==> src/rtl/text_console_writer.sv <==
// text_console_writer
// Turns a CPU byte stream of character/control codes into frame-memory write
// cycles for a COLS x ROWS text display, one cell written per clock.
//
// Optional feature: define TEXT_CONSOLE_TAB_EN to make 0x09 advance to the
// next multiple-of-8 column, clearing each skipped cell. Without it 0x09 is
// consumed and ignored.
//
// Ports:
//   SysClk      system clock (single domain)
//   ResetN      asynchronous active-low reset; a full-screen clear follows release
//   CharValid   byte offered on CharData
//   CharData    character/control code
//   CharReady   byte accepted on the edge where CharValid && CharReady
//   WrtFrameMem frame-memory write strobe, one cell per cycle
//   AdrOut      frame-memory address, row*COLS+col
//   DataOut     frame-memory write data
//   CursorCol   current column
//   CursorRow   current row
//   Busy        clear sequence in progress
module text_console_writer #(
    parameter int unsigned COLS       = 40,
    parameter int unsigned ROWS       = 25,
    parameter logic [7:0]  CLEAR_CHAR = 8'h20
) (
    input  logic       SysClk,
    input  logic       ResetN,
    input  logic       CharValid,
    input  logic [7:0] CharData,
    output logic       CharReady,
    output logic       WrtFrameMem,
    output logic [9:0] AdrOut,
    output logic [7:0] DataOut,
    output logic [5:0] CursorCol,
    output logic [4:0] CursorRow,
    output logic       Busy
);

    localparam logic [9:0] CELLS_W   = 10'(COLS * ROWS);
    localparam logic [9:0] COLS_W    = 10'(COLS);
    localparam logic [9:0] ROW_END   = 10'(COLS - 1);
    localparam logic [5:0] COL_LAST  = 6'(COLS - 1);
    localparam logic [4:0] ROW_LAST  = 5'(ROWS - 1);

    typedef enum logic [1:0] {
        IDLE,
        CLR_ROW,
        CLR_SCREEN
`ifdef TEXT_CONSOLE_TAB_EN
        , TAB
`endif
    } state_t;

    state_t     state, state_d;
    logic [9:0] cnt, cnt_d;
    logic [9:0] base, base_d;
    logic [5:0] col_d;
    logic [4:0] row_d;
    logic       wrt_d, ready_d, busy_d;
    logic [9:0] adr_d;
    logic [7:0] dat_d;
    logic [4:0] adv_row;
    logic [9:0] adv_base;
    logic [9:0] cur_adr;
    logic       accept;

`ifdef TEXT_CONSOLE_TAB_EN
    logic [6:0] tab_stop;
    assign tab_stop = {1'b0, CursorCol[5:3], 3'b000} + 7'd8;
`endif

    assign accept  = CharValid && CharReady;
    assign cur_adr = base + {4'b0000, CursorCol};

    // Row base moves by COLS steps; the wrap to row 0 reloads zero.
    always_comb begin
        if (CursorRow == ROW_LAST) begin
            adv_row  = '0;
            adv_base = '0;
        end else begin
            adv_row  = CursorRow + 5'd1;
            adv_base = base + COLS_W;
        end
    end

    always_comb begin
        state_d = state;
        cnt_d   = cnt;
        base_d  = base;
        col_d   = CursorCol;
        row_d   = CursorRow;
        wrt_d   = 1'b0;
        adr_d   = AdrOut;
        dat_d   = DataOut;

        case (state)
            // Counts one past the last cell so Busy still covers the final write.
            CLR_SCREEN: begin
                if (cnt == CELLS_W) begin
                    state_d = IDLE;
                    cnt_d   = '0;
                    base_d  = '0;
                    col_d   = '0;
                    row_d   = '0;
                end else begin
                    wrt_d = 1'b1;
                    adr_d = cnt;
                    dat_d = CLEAR_CHAR;
                    cnt_d = cnt + 10'd1;
                end
            end
            CLR_ROW: begin
                wrt_d = 1'b1;
                adr_d = base + cnt;
                dat_d = CLEAR_CHAR;
                if (cnt == ROW_END) begin
                    state_d = IDLE;
                    cnt_d   = '0;
                end else begin
                    cnt_d = cnt + 10'd1;
                end
            end
`ifdef TEXT_CONSOLE_TAB_EN
            TAB: begin
                wrt_d = 1'b1;
                adr_d = cur_adr;
                dat_d = CLEAR_CHAR;
                col_d = CursorCol + 6'd1;
                if (col_d[2:0] == 3'b000) state_d = IDLE;
            end
`endif
            IDLE: begin
                if (accept) begin
                    if (CharData >= 8'h20 && CharData <= 8'h7E) begin
                        wrt_d = 1'b1;
                        adr_d = cur_adr;
                        dat_d = CharData;
                        if (CursorCol == COL_LAST) begin
                            col_d   = '0;
                            row_d   = adv_row;
                            base_d  = adv_base;
                            cnt_d   = '0;
                            state_d = CLR_ROW;
                        end else begin
                            col_d = CursorCol + 6'd1;
                        end
                    end else begin
                        case (CharData)
                            8'h0D: col_d = '0;
                            8'h0A: begin
                                col_d   = '0;
                                row_d   = adv_row;
                                base_d  = adv_base;
                                cnt_d   = '0;
                                state_d = CLR_ROW;
                            end
                            8'h08: begin
                                if (CursorCol != '0) begin
                                    col_d = CursorCol - 6'd1;
                                    wrt_d = 1'b1;
                                    adr_d = cur_adr - 10'd1;
                                    dat_d = CLEAR_CHAR;
                                end
                            end
                            8'h0C: begin
                                cnt_d   = '0;
                                state_d = CLR_SCREEN;
                            end
`ifdef TEXT_CONSOLE_TAB_EN
                            8'h09: begin
                                if (tab_stop >= 7'(COLS)) begin
                                    col_d   = '0;
                                    row_d   = adv_row;
                                    base_d  = adv_base;
                                    cnt_d   = '0;
                                    state_d = CLR_ROW;
                                end else begin
                                    // First skipped cell goes out on the accept edge.
                                    wrt_d = 1'b1;
                                    adr_d = cur_adr;
                                    dat_d = CLEAR_CHAR;
                                    col_d = CursorCol + 6'd1;
                                    if (col_d[2:0] != 3'b000) state_d = TAB;
                                end
                            end
`endif
                            default: ;
                        endcase
                    end
                end
            end
            default: state_d = IDLE;
        endcase

        // Handshake flags follow the next state so CharReady means "IDLE now".
        ready_d = (state_d == IDLE);
        busy_d  = !ready_d;
    end

    always_ff @(posedge SysClk or negedge ResetN) begin
        if (!ResetN) begin
            state       <= CLR_SCREEN;
            cnt         <= '0;
            base        <= '0;
            CursorCol   <= '0;
            CursorRow   <= '0;
            WrtFrameMem <= 1'b0;
            AdrOut      <= '0;
            DataOut     <= '0;
            CharReady   <= 1'b0;
            Busy        <= 1'b0;
        end else begin
            state       <= state_d;
            cnt         <= cnt_d;
            base        <= base_d;
            CursorCol   <= col_d;
            CursorRow   <= row_d;
            WrtFrameMem <= wrt_d;
            AdrOut      <= adr_d;
            DataOut     <= dat_d;
            CharReady   <= ready_d;
            Busy        <= busy_d;
        end
    end

endmodule

==> config.mk <==
export PLATFORM = sky130hd
export DESIGN_NAME = text_console_writer
export DESIGN_NICKNAME = d
export VERILOG_FILES = /design/src/rtl/text_console_writer.sv
export SDC_FILE = /design/constraint.sdc
export NUM_CORES = 1
export LEC_CHECK = 0
export ABC_AREA = 1
export BUFFER_PORTS_ARGS = -buffer_cell sky130_fd_sc_hd__buf_2
export CORE_MARGIN = 2
export CORE_UTILIZATION = 40
export CTS_BUF_LIST = sky130_fd_sc_hd__clkbuf_4 sky130_fd_sc_hd__clkbuf_8
export DETAILED_ROUTE_END_ITERATION = 16
export SETUP_SLACK_MARGIN = 0.1
export SLEW_MARGIN = 25
export SYNTH_ARGS = -nofsm -noshare
export SYNTH_HDL_FRONTEND = slang
export SYNTH_SLANG_ARGS = --single-unit
==> constraint.sdc <==
create_clock -name SysClk -period 2.15 [get_ports SysClk]
set_input_delay 0.215 -clock SysClk [delete_from_list [all_inputs] [get_ports SysClk]]
set_output_delay 0.215 -clock SysClk [all_outputs]
set_load 0.005 [all_outputs]
* After elaboration in Yosys (flattened, before gate mapping)
Index checks and enable logic that the tools add are counted.
Widths: inputs -> output; s select.
** Storage, ports and cells
- Register bits after elaboration :: 54
- Input port bits :: 11
- Output and inout bits :: 32
- Logic and storage cells :: 107
** Operators by class
- Add/subtract/negate cells :: 8
- Order comparisons :: 2
- Equal/unequal tests :: 20
- Muxes and demuxes :: 53
- Reduce and logical (&&, ||, !) cells :: 14
** Operators with widths (number)
- $mux 10 :: 17
- $pmux 10 s3 :: 2
- $mux 8 :: 5
- $eq 8x4->1 const B :: 4
- $mux 5 :: 6
- $mux 6 :: 5
- $pmux 6 s2 :: 2
- $pmux 8 s3 :: 1
- $pmux 10 s2 :: 1
- $reduce_and 5->1 :: 3
- $ne 3x3->1 const B :: 4
- $add 10x1->10 const B :: 1
- $add 10x10->10 :: 1
- $add 10x6->10 :: 1
- $add 10x6->10 const B :: 1
- $eq 10x10->1 const B :: 1
- $eq 10x6->1 const B :: 1
- $mux 2 :: 5
- $pmux 5 s2 :: 1
- $sub 10x1->10 const B :: 1
- $ge 8x6->1 const B :: 1
- $le 8x7->1 const B :: 1
- $ne 4x4->1 const B :: 2
- $add 6x1->6 const B :: 1
- other kinds (20) :: 29

* Depth between registers and ports, before layout
Gate-level depths: netlist of run 1.
- Depth in word-level cells :: 7
- Depth in mapped cells :: 14
- Gate-level depth less buffers :: 14

* Least setup slack after synthesis of run 1
OpenSTA, ideal clock, no wires.
- Kind :: register to register
- Start point :: register CursorCol[4]
- End point :: register AdrOut[7]
- Library setup time :: 117 ps
- Data arrival time :: 1648 ps
- Required time :: 2033 ps
- Setup slack :: 385 ps
- Cell stages (with the launch flop) :: 13
- Path buffers :: 0
- Clock period less this slack :: 1765 ps
- Cells stage by stage :: dfrtp_1 > ha_1 > nand2_1 > nand2_1 > nand2_1 > nor2_1 > nand2_1 > nor2_1 > nand3_1 > nand3_1 > nand2_1 > nand2_1 > nand2_1
** On the way
- Word-level cells in the longest chain between the ends :: 7
- Elaborated cells between the ends (all ways) :: 10
- Classes of those cells :: 2 x add/sub; 1 x eq/ne; 5 x mux; 2 x reduce/logical
** Ends and longest elaborated chain
- from (decl) :: RTL line 34 : output logic [5:0] CursorCol,
- from (signal assigned) :: RTL line 216 : CursorCol <= col_d;
- $add 10x6->10 :: RTL line 73 : assign cur_adr = base + {4'b0000, CursorCol};
- $sub 10x1->10 :: RTL line 161 : adr_d = cur_adr - 10'd1;
- $mux 10 :: RTL line 158 : if (CursorCol != '0) begin
- $mux 10 :: RTL line 148 : case (CharData)
- $mux 10 :: RTL line 134 : if (CharData >= 8'h20 && CharData <= 8'h7E) begin
- $mux 10 :: RTL line 133 : if (accept) begin
- $pmux 10 s3 :: RTL line 96 : case (state)
- to (signal assigned) :: RTL line 219 : AdrOut <= adr_d;
- to (decl) :: RTL line 32 : output logic [9:0] AdrOut,
Parallel ways exist; a longest one is shown, timed or not. The select of a mux whose other input is x is not followed.
A chain may end at the register's enable or synchronous reset.

* Worst setup path in the final report of run 1
- Start point :: register CursorCol[1]
- End point :: register AdrOut[0]
** On the way
- Word-level cells in the longest chain between the ends :: 3
** Ends and longest elaborated chain (RTL line)
- $reduce_bool 6->1 :: 158
- $ne 3x3->1 (no source line)
- $reduce_and 5->1 (no source line)
No other way between the ends.

==> results by group, run 1 <==
Status
  • Outcome: finished clean

Drt
  • DRT iter0 DRCs: 240
  • Vias/cell: 5.09
  • DRC Markers: 0
  • Final ANT Viol Nets: 0
  • DRT Pass-1 Iters: 4
  • Average wire per standard cell: 14.4 um
  • Vias: 3780
  • Final WL: 10.7 mm

Layout
  • Layout cell share with drive strength beyond 1: 17.6%
  • Layout Cells excl Fill: 742
  • Fill count: 1001
  • Layout area overhead: 14.8%
  • Final #Nets: 641
  • Ant diodes: 0
  • FF/Latch Area: 1280 um^2
  • Multi-input gate area: 2230 um^2

Global routing
  • Global-route wire length before repair: 17.9 mm
  • Vias in the first global route: 3525
  • Largest net degree at the start of global routing: 21
  • GR Overflow Total: 0
  • GRT Total Usage: 22.0%
  • Initial antenna violation count: 0

Logic synthesis
  • Syn Nets: 590
  • Top cells by count, synth: nand2_1, inv_1, dfrtp_1, nor2_1, nand3_1
  • Top-area cell type share of the netlist area: 32.6%
  • #FFs+latches synth: 51
  • Mapped Area: 3840 um^2
  • Syn_area_per_cell: 6.84 um^2
  • Synth unique cells: 41
  • Main synth FF type: dfrtp_1
  • Most instantiated library cell after synthesis: nand2_1
  • Post-synth top area cell: dfrtp_1
  • EDFF count, synth: 0
  • Gate Count Post-Synth: 561
  • Ys Warns: 0
  • FFs w/ async S/R, synth: 100%
  • Sequential-to-total area share from yosys stat: 33.3%
  • Top area cells in the synthesized netlist: dfrtp_1, nand2_1, ha_1, inv_1, nand3_1

STA
  • Final Critical Period: 1.89 ns
  • Worst slew margin: 68.0%
  • RSZ-0062 raised after global routing: false
  • TNS Setup: 0 ns
  • Final worst-path cycle share: 87.9%
  • Final setup viols: 0
  • Slew Limit Fails: 0
  • Highest clock rate: 529 MHz
  • Worst Tran Pin Value: 0.479 ns
  • Final Hold Vio Count: 0
  • Worst Clk Skew: 0.0125 ns

CTS
  • Clk sinks: 51
  • CTS tree: done
  • H-Tree Depth: 2
  • Clock root buffer: clkbuf_8
  • Clk pin slew, worst setup/hold paths: 0.10 ns
  • TritonCTS Buffers: 5
  • Clock Path Buffers: 2
  • Clock network latency to the later pin of the worst-skew pair: 0.32 ns

Floorplan
  • Core area: 9280 um^2
  • Row count: 35
  • Die ar.: 10400 um^2
  • Initial Util: 41.4%
  • Die Y: 102 um
  • # IOs: 43
  • Die X: 102 um

Place
  • Port Buf Inserts: 42
  • Inst Count DP: 732
  • Final RePlAce weighted congestion: 0.867
  • Post-detail-place hpwl: 8.31 mm

Critical path
  • Crit path required time: 2.35 ns
  • CP Max Fanout: 16
  • Worst Path Class, Setup: reg -> reg
  • Critical path arrival: 2.09 ns
  • Critical Path End Type: register
  • Startpoint Class: register

Power
  • Peak supply drop: 0.438 mV
  • Power per cell area: 1020 nW/um^2
  • P_leak: 2.30 nW

Worst hold path
  • Hold WC Path Type: in -> reg

Flow run
  • Max_cap viols: 0
area by class of cell:
class	instances	area share [%]
sequential	51	29.0
multi-input combinational	427	50.7
tap	129	3.66
timing repair buffer	58	7.55
clock buffer	6	1.73
inverter	69	5.99
clock inverter	2	1.36
metal layers:
metal / routed length (um) / vias to the layer above / share of wire [%] / GRT usage (%)
met5: 0 / - / 0 / 0
met4: 74 / 0 / 0.69 / 5.23
met3: 469 / 7 / 4.4 / 3.15
met2: 4960 / 85 / 46 / 35.6
met1: 5180 / 1757 / 48 / 31.3
li1: - / 1931 / - / -
path summary, 6_finish.rpt:
check,startpoint,end,depth (start not counted),slack [ns]
worst max register to register,CursorCol[1],AdrOut[0],8,0.26
min in group asynchronous,ResetN,cnt[0],2,0.37
worst min-delay path,CharData[4],DataOut[4],3,0.15
worst min register to register,DataOut[6],DataOut[6],2,0.49
max in group asynchronous,ResetN,base[4],3,1.10
worst max-delay path,CursorCol[1],AdrOut[0],8,0.26
repair_timing:
item                                    in CTS  in global routing
gates resized for setup                      0                 12
endpoints found under the hold margin       17                  0
hold buffers                                 1                  0
endpoints found under the setup margin       0                 17
setup buffers                                0                  1
stage by stage:
step | hold WS, ns | cell area, um^2 | utilization, % | setup WS [ns] | power (mW)
finish | 0.155 | 4410 | 47.5 | 0.261 | 4.52
global route | 0.178 | 4410 | 47.5 | 0.100 | 4.89
CTS | 0.157 | 4380 | 47.2 | 0.168 | 4.49
detailed placement | 0.191 | 4230 | 45.6 | 0.180 | 3.65
global placement | 0.185 | 4230 | 45.6 | 0.227 | 3.60
floorplan | -0.0806 | 3840 | - | 0.385 | 2.96
registers in the layout, indices dropped and copies added, names as in the netlist, 2 cells and up:
name       cells
CursorRow      5
cnt           10
AdrOut        10
state          2
CursorCol      6
base           7
DataOut        8
report_power, final:
| part | switching (mW) | total, mW | internal, mW |
|---|---|---|---|
| Sequential | 0.247 | 1.45 | 1.20 |
| Clock | 0.357 | 0.835 | 0.478 |
| Combinational | 1.43 | 2.23 | 0.798 |
cells by family after synthesis:
family / count (synthesis) / share of synthesized area [%]
buf+inv: 83 / 9.03
simple gates: 321 / 37.6
flops: 51 / 33.3
xor+xnor: 16 / 3.65
fa+ha+maj: 18 / 5.87
compound gates: 72 / 10.6
layout by cell type (no fill, tap or decap), drive strengths merged, types with 13 or more instances in the layout:
| master | netlist | layout |
|---|---|---|
| ha | 18 | 18 |
| nand2 | 182 | 182 |
| inv | 69 | 69 |
| buf | 10 | 57 |
| a21oi | 21 | 21 |
| nand4 | 21 | 21 |
| nand3 | 46 | 46 |
| nor2 | 52 | 52 |
| xor2 | 13 | 13 |
| o21ai | 37 | 37 |
| dfrtp | 50 | 50 |
worst max-delay path, stage by stage, from the launching register on:
cell and delay (ns):
dfrtp_1 0.46, inv_1 0.15, ha_1 0.16, nand2_1 0.06, nor3_2 0.17, nand3_1 0.19, nand3_2 0.21, buf_4 0.25
o21ai_0 0.12
Power figures use the tool's default switching activity.
==> run 2, diff against run 1 <==
--- a/config.mk
+++ b/config.mk
@@ -8,9 +8,10 @@
 export ABC_AREA = 1
 export BUFFER_PORTS_ARGS = -buffer_cell sky130_fd_sc_hd__buf_2
 export CORE_MARGIN = 2
-export CORE_UTILIZATION = 40
+export CORE_UTILIZATION = 60
 export CTS_BUF_LIST = sky130_fd_sc_hd__clkbuf_4 sky130_fd_sc_hd__clkbuf_8
 export DETAILED_ROUTE_END_ITERATION = 16
+export PLACE_DENSITY = 0.81
 export SETUP_SLACK_MARGIN = 0.1
 export SLEW_MARGIN = 25
 export SYNTH_ARGS = -nofsm -noshare
==> run 2 against run 1 <==
First-iteration DRC count increased by 10%. Power is 1.8% lower. Register-to-register slack barely moved. Critical path type unchanged. Largest cell class unchanged.
==> results by group, run 2 (synthesis gave the netlist of run 1 again) <==
Status
  • Outcome: finished clean (unchanged)

CTS
  • H-Tree Depth: 2 (unchanged)
  • Clk sinks: 51 (unchanged)
  • Clock root buffer: clkbuf_8 (unchanged)
  • CTS tree: done (unchanged)
  • # hold bufs at CTS: 0 (was 1)
  • Clk pin slew, worst setup/hold paths: 0.11 ns (was 0.10 ns)
  • Clock Path Buffers: 2 (unchanged)
  • TritonCTS Buffers: 5 (unchanged)
  • Clock network latency to the later pin of the worst-skew pair: 0.31 ns (was 0.32 ns)

STA
  • Worst Clk Skew: 0.0126 ns (was 0.0125 ns)
  • Final Critical Period: 1.88 ns (was 1.89 ns)
  • RSZ-0062 raised after global routing: true (was false)
  • TNS Setup: 0 ns (unchanged)
  • Highest clock rate: 531 MHz (was 529 MHz)
  • Final worst-path cycle share: 87.7% (was 87.9%)
  • Worst slew margin: 41.6% (was 68.0%)
  • Worst Tran Pin Value: 0.876 ns (was 0.479 ns)
  • Final setup viols: 0 (unchanged)
  • Final Hold Vio Count: 0 (unchanged)
  • Slew Limit Fails: 0 (unchanged)
  • Hold WS: 0.00945 ns (was 0.155 ns)

Layout
  • Most frequent cells in the layout: nand2_1, inv_1, dfrtp_1, nor2_1, buf_2 (unchanged)
  • Layout cell share with drive strength beyond 1: 17.3% (was 17.6%)
  • Fill count: 569 (was 1001)
  • Registers with the most flip-flops: AdrOut (10), cnt (10), DataOut (8) (unchanged)
  • Layout Cells excl Fill: 685 (was 742)
  • Final #Nets: 636 (was 641)
  • Most common cell after layout, fill and taps aside: nand2_1 (unchanged)
  • Ant diodes: 0 (unchanged)
  • Layout area overhead: 12.3% (was 14.8%)

Power
  • Peak supply drop: 0.669 mV (was 0.438 mV)
  • Combinational share of power: 48.7% (was 49.4%)
  • Clk pwr share: 18.4% (was 18.5%)
  • Power per cell area: 1030 nW/um^2 (was 1020 nW/um^2)
  • Sequential share of power: 33.0% (was 32.1%)
  • Switch share: 45.0% (was 45.1%)
  • Internal: 2.44 mW (was 2.48 mW)
  • P_leak: 2.27 nW (was 2.30 nW)
  • Sw Pwr: 1.99 mW (was 2.03 mW)

Critical path
  • Slowest stage delay, CP: 0.49 ns (was 0.46 ns)
  • Crit path required time: 2.34 ns (was 2.35 ns)
  • Startpoint Class: register (unchanged)
  • CP Max Fanout: 16 (unchanged)
  • Critical Path End Type: register (unchanged)
  • RR Startpoint: CursorCol[0] (was CursorCol[1])
  • Worst Path Class, Setup: reg -> reg (unchanged)
  • Critical path cell sequence: inv_2 -> ha_1 -> nand2_1 -> nor3_2 -> nand3_1 -> nand3_2 -> buf_4 -> o21ai_0 (was inv_1 -> ha_1 -> nand2_1 -> nor3_2 -> nand3_1 -> nand3_2 -> buf_4 -> o21ai_0)
  • Critical path arrival: 2.07 ns (was 2.09 ns)
  • Slowest cell on the critical path: dfrtp_1 (unchanged)
  • Worst setup startpoint: CursorCol[0] (was CursorCol[1])

Place
  • Final RePlAce weighted congestion: 0.895 (was 0.867)
  • Inst Count DP: 676 (was 732)
  • Post-detail-place hpwl: 7.81 mm (was 8.31 mm)
  • Port Buf Inserts: 42 (unchanged)

Drt
  • Vias/cell: 5.71 (was 5.09)
  • Vias: 3909 (was 3780)
  • Final ANT Viol Nets: 0 (unchanged)
  • DRT iter0 DRCs: 264 (was 240)
  • Average wire per standard cell: 14.9 um (was 14.4 um)
  • DRC Markers: 0 (unchanged)
  • Final WL: 10.2 mm (was 10.7 mm)
  • DRT Pass-1 Iters: 5 (was 4)

Floorplan
  • Die X: 84 um (was 102 um)
  • Row count: 29 (was 35)
  • # IOs: 43 (unchanged)
  • Core area: 6280 um^2 (was 9280 um^2)
  • Die ar.: 7060 um^2 (was 10400 um^2)
  • Die Y: 84 um (was 102 um)
  • Initial Util: 61.2% (was 41.4%)

Flow run
  • Max_cap viols: 0 (unchanged)

Global routing
  • GR Overflow Total: 0 (unchanged)
  • Initial antenna violation count: 0 (unchanged)
  • GRT Total Usage: 30.6% (was 22.0%)
  • Largest net degree at the start of global routing: 38 (was 21)
  • Vias in the first global route: 3780 (was 3525)
  • Global-route wire length before repair: 17.6 mm (was 17.9 mm)

Worst hold path
  • Hold WC Path Type: in -> async (was in -> reg)
## run 2: metrics by stage
| step | cell area, um^2 | worst slack [ns] | util, % | total power [mW] |
|---|---|---|---|---|
| 6_report | 4310 | 0.265 | 68.7 | 4.43 |
| 3_5_place_dp | 4140 | 0.166 | 65.9 | 3.58 |
| 2_1_floorplan | 3840 | 0.385 | - | 2.96 |
| 3_3_place_gp | 4140 | 0.209 | 65.9 | 3.52 |
| 5_1_grt | 4310 | 0.0575 | 68.7 | 4.78 |
| 4_1_cts | 4270 | 0.137 | 68.1 | 4.39 |
## run 2: repair_timing
| action | 4_1_cts | 5_1_grt |
|---|---|---|
| setup endpoints to repair | 0 | 14 |
| setup buffers | 0 | 1 |
| resized for setup | 0 | 12 |
## run 2: path summary, 6_finish.rpt
| path | cells after the start | slack (ns) | to |
|---|---|---|---|
| min | 1 | 0.009 | cnt[6] |
| min reg2reg | 2 | 0.49 | DataOut[6] |
| max reg2reg | 8 | 0.27 | AdrOut[0] |
| max in group asynchronous | 2 | 1.45 | CursorCol[3] |
| max | 8 | 0.27 | AdrOut[0] |
| min in group SysClk | 3 | 0.18 | DataOut[4] |
## run 2: final cells by class
cell class                 instances  area (um^2)  share of cell area [%]
sequential                        51         1280                    29.7
clock buffer                       5         68.8                    1.60
timing repair buffer              53          293                    6.79
inverter                          69          262                    6.06
multi-input combinational        427         2240                    52.0
tap                               77         96.3                    2.23
clock inverter                     3         67.6                    1.57
## run 2: metal layers
metal / global-route usage (%) / vias to the layer above / wire length, um
li1: - / 1920 / -
met1: 41.5 / 1812 / 4430
met3: 4.06 / 26 / 632
met5: 0 / - / 0
met4: 9.53 / 0 / 241
met2: 50.8 / 151 / 4910
## run 2: worst max-delay path: cells and delay by family, from the launching register on
family,cells,cell delay (ns)
AO/OA/AOI/OAI,1,0.12
adder cells (fa/ha/maj),1,0.17
buffers and inverters,2,0.38
flip-flops,1,0.49
AND/OR/NAND/NOR,4,0.61
## run 2: power groups by stage
stage | Combinational, mW | Sequential, mW | Clock [mW]
floorplan | 1.55 | 1.41 | 0
global placement | 2.05 | 1.47 | 0
detailed placement | 2.11 | 1.48 | 0
CTS | 2.12 | 1.46 | 0.816
global route | 2.43 | 1.49 | 0.852
finish | 2.16 | 1.46 | 0.813
